`src/rtl/shift_arbiter.sv`:
```
// shift_arbiter: two-requester round-robin front end for a DEPTH-cycle pipelined shift unit.
// Define SHIFT_ARB_STATS_EN to add saturating per-requester grant counters (grant_cnt0/1).
module shift_arbiter #(
    parameter int unsigned DEPTH = 3
) (
    input  logic             clk,
    input  logic             reset,
    input  logic [1:0]       req_valid,
    output logic [1:0]       req_ready,
    input  logic [1:0][31:0] req_opA,
    input  logic [1:0][4:0]  req_opB,
    input  logic [1:0][1:0]  req_op,
    output logic [1:0]       rsp_valid,
    input  logic [1:0]       rsp_ready,
    output logic [1:0][31:0] rsp_result,
    output logic [31:0]      sh_opA,
    output logic [4:0]       sh_opB,
    output logic [1:0]       sh_op,
    input  logic [31:0]      sh_result
`ifdef SHIFT_ARB_STATS_EN
    ,
    output logic [15:0]      grant_cnt0,
    output logic [15:0]      grant_cnt1
`endif
);

    typedef enum logic [1:0] {IDLE, BUSY, DONE} state_t;

    state_t           state_q [2];
    state_t           state_d [2];
    logic             ptr_q;
    logic [DEPTH-1:0] pv_q;
    logic [DEPTH-1:0] ptag_q;
    logic [1:0]       elig;
    logic             gnt_any;
    logic             gnt_idx;
    logic             cap;
    logic             cap_tag;

    // Grant path is gated by reset so nothing issues while reset is held.
    always_comb begin
        for (int unsigned r = 0; r < 2; r++) begin
            elig[r] = req_valid[r] && (state_q[r] == IDLE);
        end
        gnt_any   = !reset && (elig != 2'b00);
        gnt_idx   = (elig == 2'b11) ? ptr_q : elig[1];
        req_ready = '0;
        sh_opA    = '0;
        sh_opB    = '0;
        sh_op     = '0;
        if (gnt_any) begin
            req_ready[gnt_idx] = 1'b1;
            sh_opA             = req_opA[gnt_idx];
            sh_opB             = req_opB[gnt_idx];
            sh_op              = req_op[gnt_idx];
        end
    end

    assign cap     = pv_q[DEPTH-1];
    assign cap_tag = ptag_q[DEPTH-1];

    always_comb begin
        for (int unsigned r = 0; r < 2; r++) begin
            state_d[r]   = state_q[r];
            rsp_valid[r] = (state_q[r] == DONE);
            case (state_q[r])
                IDLE:    if (gnt_any && (gnt_idx == r[0])) state_d[r] = BUSY;
                BUSY:    if (cap && (cap_tag == r[0]))     state_d[r] = DONE;
                DONE:    if (rsp_ready[r])                 state_d[r] = IDLE;
                default: state_d[r] = IDLE;
            endcase
        end
    end

    // Clearing the valid pipeline on reset drops any result still in the shift unit.
    always_ff @(posedge clk or posedge reset) begin
        if (reset) begin
            for (int unsigned r = 0; r < 2; r++) begin
                state_q[r] <= IDLE;
            end
            ptr_q      <= 1'b0;
            pv_q       <= '0;
            ptag_q     <= '0;
            rsp_result <= '0;
        end else begin
            for (int unsigned r = 0; r < 2; r++) begin
                state_q[r] <= state_d[r];
            end
            if (gnt_any) begin
                ptr_q <= ~gnt_idx;
            end
            pv_q[0]   <= gnt_any;
            ptag_q[0] <= gnt_idx;
            for (int unsigned i = 1; i < DEPTH; i++) begin
                pv_q[i]   <= pv_q[i-1];
                ptag_q[i] <= ptag_q[i-1];
            end
            if (cap) begin
                rsp_result[cap_tag] <= sh_result;
            end
        end
    end

`ifdef SHIFT_ARB_STATS_EN
    always_ff @(posedge clk or posedge reset) begin
        if (reset) begin
            grant_cnt0 <= '0;
            grant_cnt1 <= '0;
        end else if (gnt_any) begin
            if (!gnt_idx && (grant_cnt0 != '1)) grant_cnt0 <= grant_cnt0 + 16'd1;
            if (gnt_idx && (grant_cnt1 != '1))  grant_cnt1 <= grant_cnt1 + 16'd1;
        end
    end
`endif

endmodule
```
`config.mk`:
```
export PLATFORM = sky130hd
export DESIGN_NAME = shift_arbiter
export DESIGN_NICKNAME = d
export VERILOG_FILES = /design/src/rtl/shift_arbiter.sv
export SDC_FILE = /design/constraint.sdc
export NUM_CORES = 1
export LEC_CHECK = 0
export ABC_AREA = 1
export BUFFER_PORTS_ARGS = -buffer_cell sky130_fd_sc_hd__buf_2
export CORE_MARGIN = 1
export CORE_UTILIZATION = 43
export CTS_BUF_LIST = sky130_fd_sc_hd__clkbuf_16
export DETAILED_ROUTE_END_ITERATION = 6
export GPL_TIMING_DRIVEN = 0
export HOLD_SLACK_MARGIN = 0.1
export PLACE_DENSITY = 0.81
export SYNTH_ARGS = -nofsm -noshare
export SYNTH_HDL_FRONTEND = slang
export SYNTH_SLANG_ARGS = --single-unit
```
`constraint.sdc`:
```
create_clock -name clk -period 2.09 [get_ports clk]
set_clock_uncertainty 0.05 [all_clocks]
set_input_delay 0 -clock clk [delete_from_list [all_inputs] [get_ports clk]]
set_output_delay 0 -clock clk [all_outputs]
set_load 0.02 [all_outputs]
```
==> metrics.md <==
| Metric | Value |
|---|---|
| Status | `complete, no violations` |
| Diode count | `0` |
| Via Count | `3,957` |
| Startpoint types | `primary input` |
| CTS buffer count | `9` |
| Synth-to-layout area growth | `55.27%` |
| DIE HEIGHT | `92.28 um` |
| Routed WL | `11,370 um` |
| Mean Syn Cell Area | `8.344 um2` |
| Core Box Area | `7807 um2` |
| FF/Latch Area | `1877 um2` |
| Layout cells sized above 1 | `40.14%` |
| Largest net degree at the start of global routing | `52` |
| DP HPWL | `8319 um` |
| VDD IR max | `0.4715 mV` |
| WL met1 | `4286 um` |
| Register area share after synthesis | `53.55%` |
| Number of global-route vias before repair | `3,904` |
| GRT overflow | `0` |
| Crit Path Class | `primary input to output port` |
| Fin. max-slew vios | `0` |
| Worst-path cell chain | `dlygate4sd3_1, buf_2, inv_1, buf_8, buf_16, nand4_1, nand2_1, buf_2` |
| Final instance area | `5441 um2` |
| GPL Wtd Cong | `0.8925` |
| Slowest CP cell | `dlygate4sd3_1` |
| Avg Vias per Cell | `4.965` |
| TritonCTS clock tree | `done` |
| Final min period | `1.875 ns` |
| Number of H-tree levels | `3` |
| Most common cell in the netlist | `nand2_1` |
| WHS | `0.1374 ns` |
| Worst-Margin Slew | `0.4897 ns` |
| Leading area contributor after synthesis | `dfrtp_1` |
| RSZ-0062 raised after global routing | `no` |
| Hold Crit Class | `primary input to register` |
| Antenna-violating nets left | `0` |
| Fill cell count | `610` |
| Final Cycle Share | `89.73%` |
| Total clock sinks | `75` |
| Max-cap violations | `0` |
| Die W | `92.28 um` |
| Die ar. | `8516 um2` |
| First-pass GRT wire length | `17,980 um` |
| # setup viols final | `0` |
| Worst skew pair latency | `0.32 ns` |
| Synth Register Bits | `75` |
| Initial DRC count | `104` |
| Uppermost layer routed | `met4` |
| Delay of the slowest critical-path stage | `0.52 ns` |
| Achievable frequency | `533.2 MHz` |
| Post-Place Cells | `745` |
| Area of the multi-input gates | `1281 um2` |
| Asr flop ratio synth | `100.0%` |
| Lkg Pwr | `3.188 nW` |
| All-Layer GR Usage | `27.16%` |
| Crit-path max FO | `51` |
| Post-Syn Instances | `420` |
| Most repeated library cell on the critical path | `buf_2` |
| Crit end category | `output port` |
| I/O Pins | `223` |
| Syn Nets | `536` |
| CTS max path bufs | `2` |
| Drt wl/cell | `14.27 um` |
| Metal2 WL | `6008 um` |
| Post-place instance area | `4773 um2` |
| Reg clk slew, reported paths | `0.06 ns` |
| Drt first pass iters | `4` |
| Rel. slew slack | `67.35%` |
| Clk Tree Root Cell | `clkbuf_16` |
| Prevailing post-synth register cell | `dfrtp_1` |
| Yosys warnings | `0` |
| Initial Util | `44.89%` |
| Final Hold Fails | `0` |
| Nets | `806` |
| Synth top area share | `53.55%` |
| # port buffers | `222` |
| Row count | `32` |
| Met3 WL | `707 um` |
| Worst path arrival time | `1.83 ns` |
| Power per Cell Area | `1404 nW/um2` |
| Finished Layout Cells | `797` |
| Tot Pwr | `7.640 mW` |
| Initial antenna violation count | `0` |
| Util after Layout | `69.70%` |
| EDFF count, synth | `0` |
| Synth cell count leaders | `nand2_1, dfrtp_1, o21ai_0, inv_1, nand4_1` |
| Setup Fix Bufs, Post-CTS | `0` |
| Worst EP required | `2.04 ns` |
| Ranking of synthesized cells by area | `dfrtp_1, nand2_1, o21ai_0, nand4_1, inv_1` |
| Mapped Area | `3505 um2` |
| DRC | `0` |
| Distinct cell type count after synthesis | `20` |
==> path summary, 6_finish.rpt <==
| check | slack [ns] | end | depth (start not counted) | from |
|---|---|---|---|---|
| min | 0.14 | state_q[2] | 5 | req_valid[0] |
| min in group asynchronous | 0.40 | ptr_q | 4 | reset |
| max | 0.21 | sh_opA[16] | 8 | reset |
| min reg2reg | 0.30 | pv_q[1] | 0 | pv_q[0] |
| max in group asynchronous | 1.08 | rsp_result[10] | 5 | reset |
| max reg2reg | 0.46 | state_q[0] | 5 | state_q[2] |
==> sequential cells by signal, summed over array words and instances (netlist names) <==
register    count
rsp_result     64
pv_q            3
ptag_q          3
state_q         4
ptr_q           1
==> layout by cell type (no fill, tap or decap), types with 5 or more instances in the layout <==
cell,count
buf_2,231
nand2_1,142
dfrtp_1,75
o21ai_0,65
inv_1,40
nand4_1,39
dlygate4sd3_1,36
nand2_2,12
clkbuf_1,10
clkbuf_16,9
buf_4,5
==> stage by stage <==
stage                     setup slack (ns)  TNS (ns)
after detailed placement            0.5603         0
final                               0.2146         0
after floorplan                     0.4775         0
after CTS                          0.01949         0
after global routing               0.01821         0
after global placement             -0.1894    -1.539
==> logic make-up after synthesis <==
family	synth area share, %
AO/OA/AOI/OAI	9.711
buffers and inverters	9.889
flip-flops	53.55
AND/OR/NAND/NOR	26.85
==> per-layer routing <==
metal	track usage, %	up-vias
met5	0	-
met4	11.59	0
met3	5.638	24
met2	49.94	198
met1	30.12	1841
li1	-	1894
==> worst max-delay path: cells and delay by family <==
| family | cells | cell delay (ns) |
|---|---|---|
| buffers and inverters | 6 | 1.58 |
| AND/OR/NAND/NOR | 2 | 0.21 |
==> area by class of cell <==
| class | instances | area share (%) |
|---|---|---|
| Tap cell | 102 | 2.345 |
| Clock buffer | 9 | 4.139 |
| Sequential cell | 75 | 34.49 |
| Multi-Input combinational cell | 272 | 23.55 |
| Buffer | 30 | 3.587 |
| Clock inverter | 7 | 1.380 |
| Inverter | 43 | 2.966 |
| Timing Repair Buffer | 259 | 27.55 |
==> power by group <==
part	total, mW	switching (mW)	internal, mW	leakage [nW]
logic	3.59	2.38	1.21	2.12
registers	2.52	0.382	2.14	0.919
clock network	1.53	0.597	0.932	0.150
total	7.64	3.36	4.28	3.19
==> what timing repair did <==
action / in CTS / in global routing
hold buffers: 36 / 0
gates resized for setup: 0 / 3
setup endpoints to repair: 0 / 9
hold endpoints to repair: 101 / 0
Note: power is estimated with default switching activity, not from simulation.
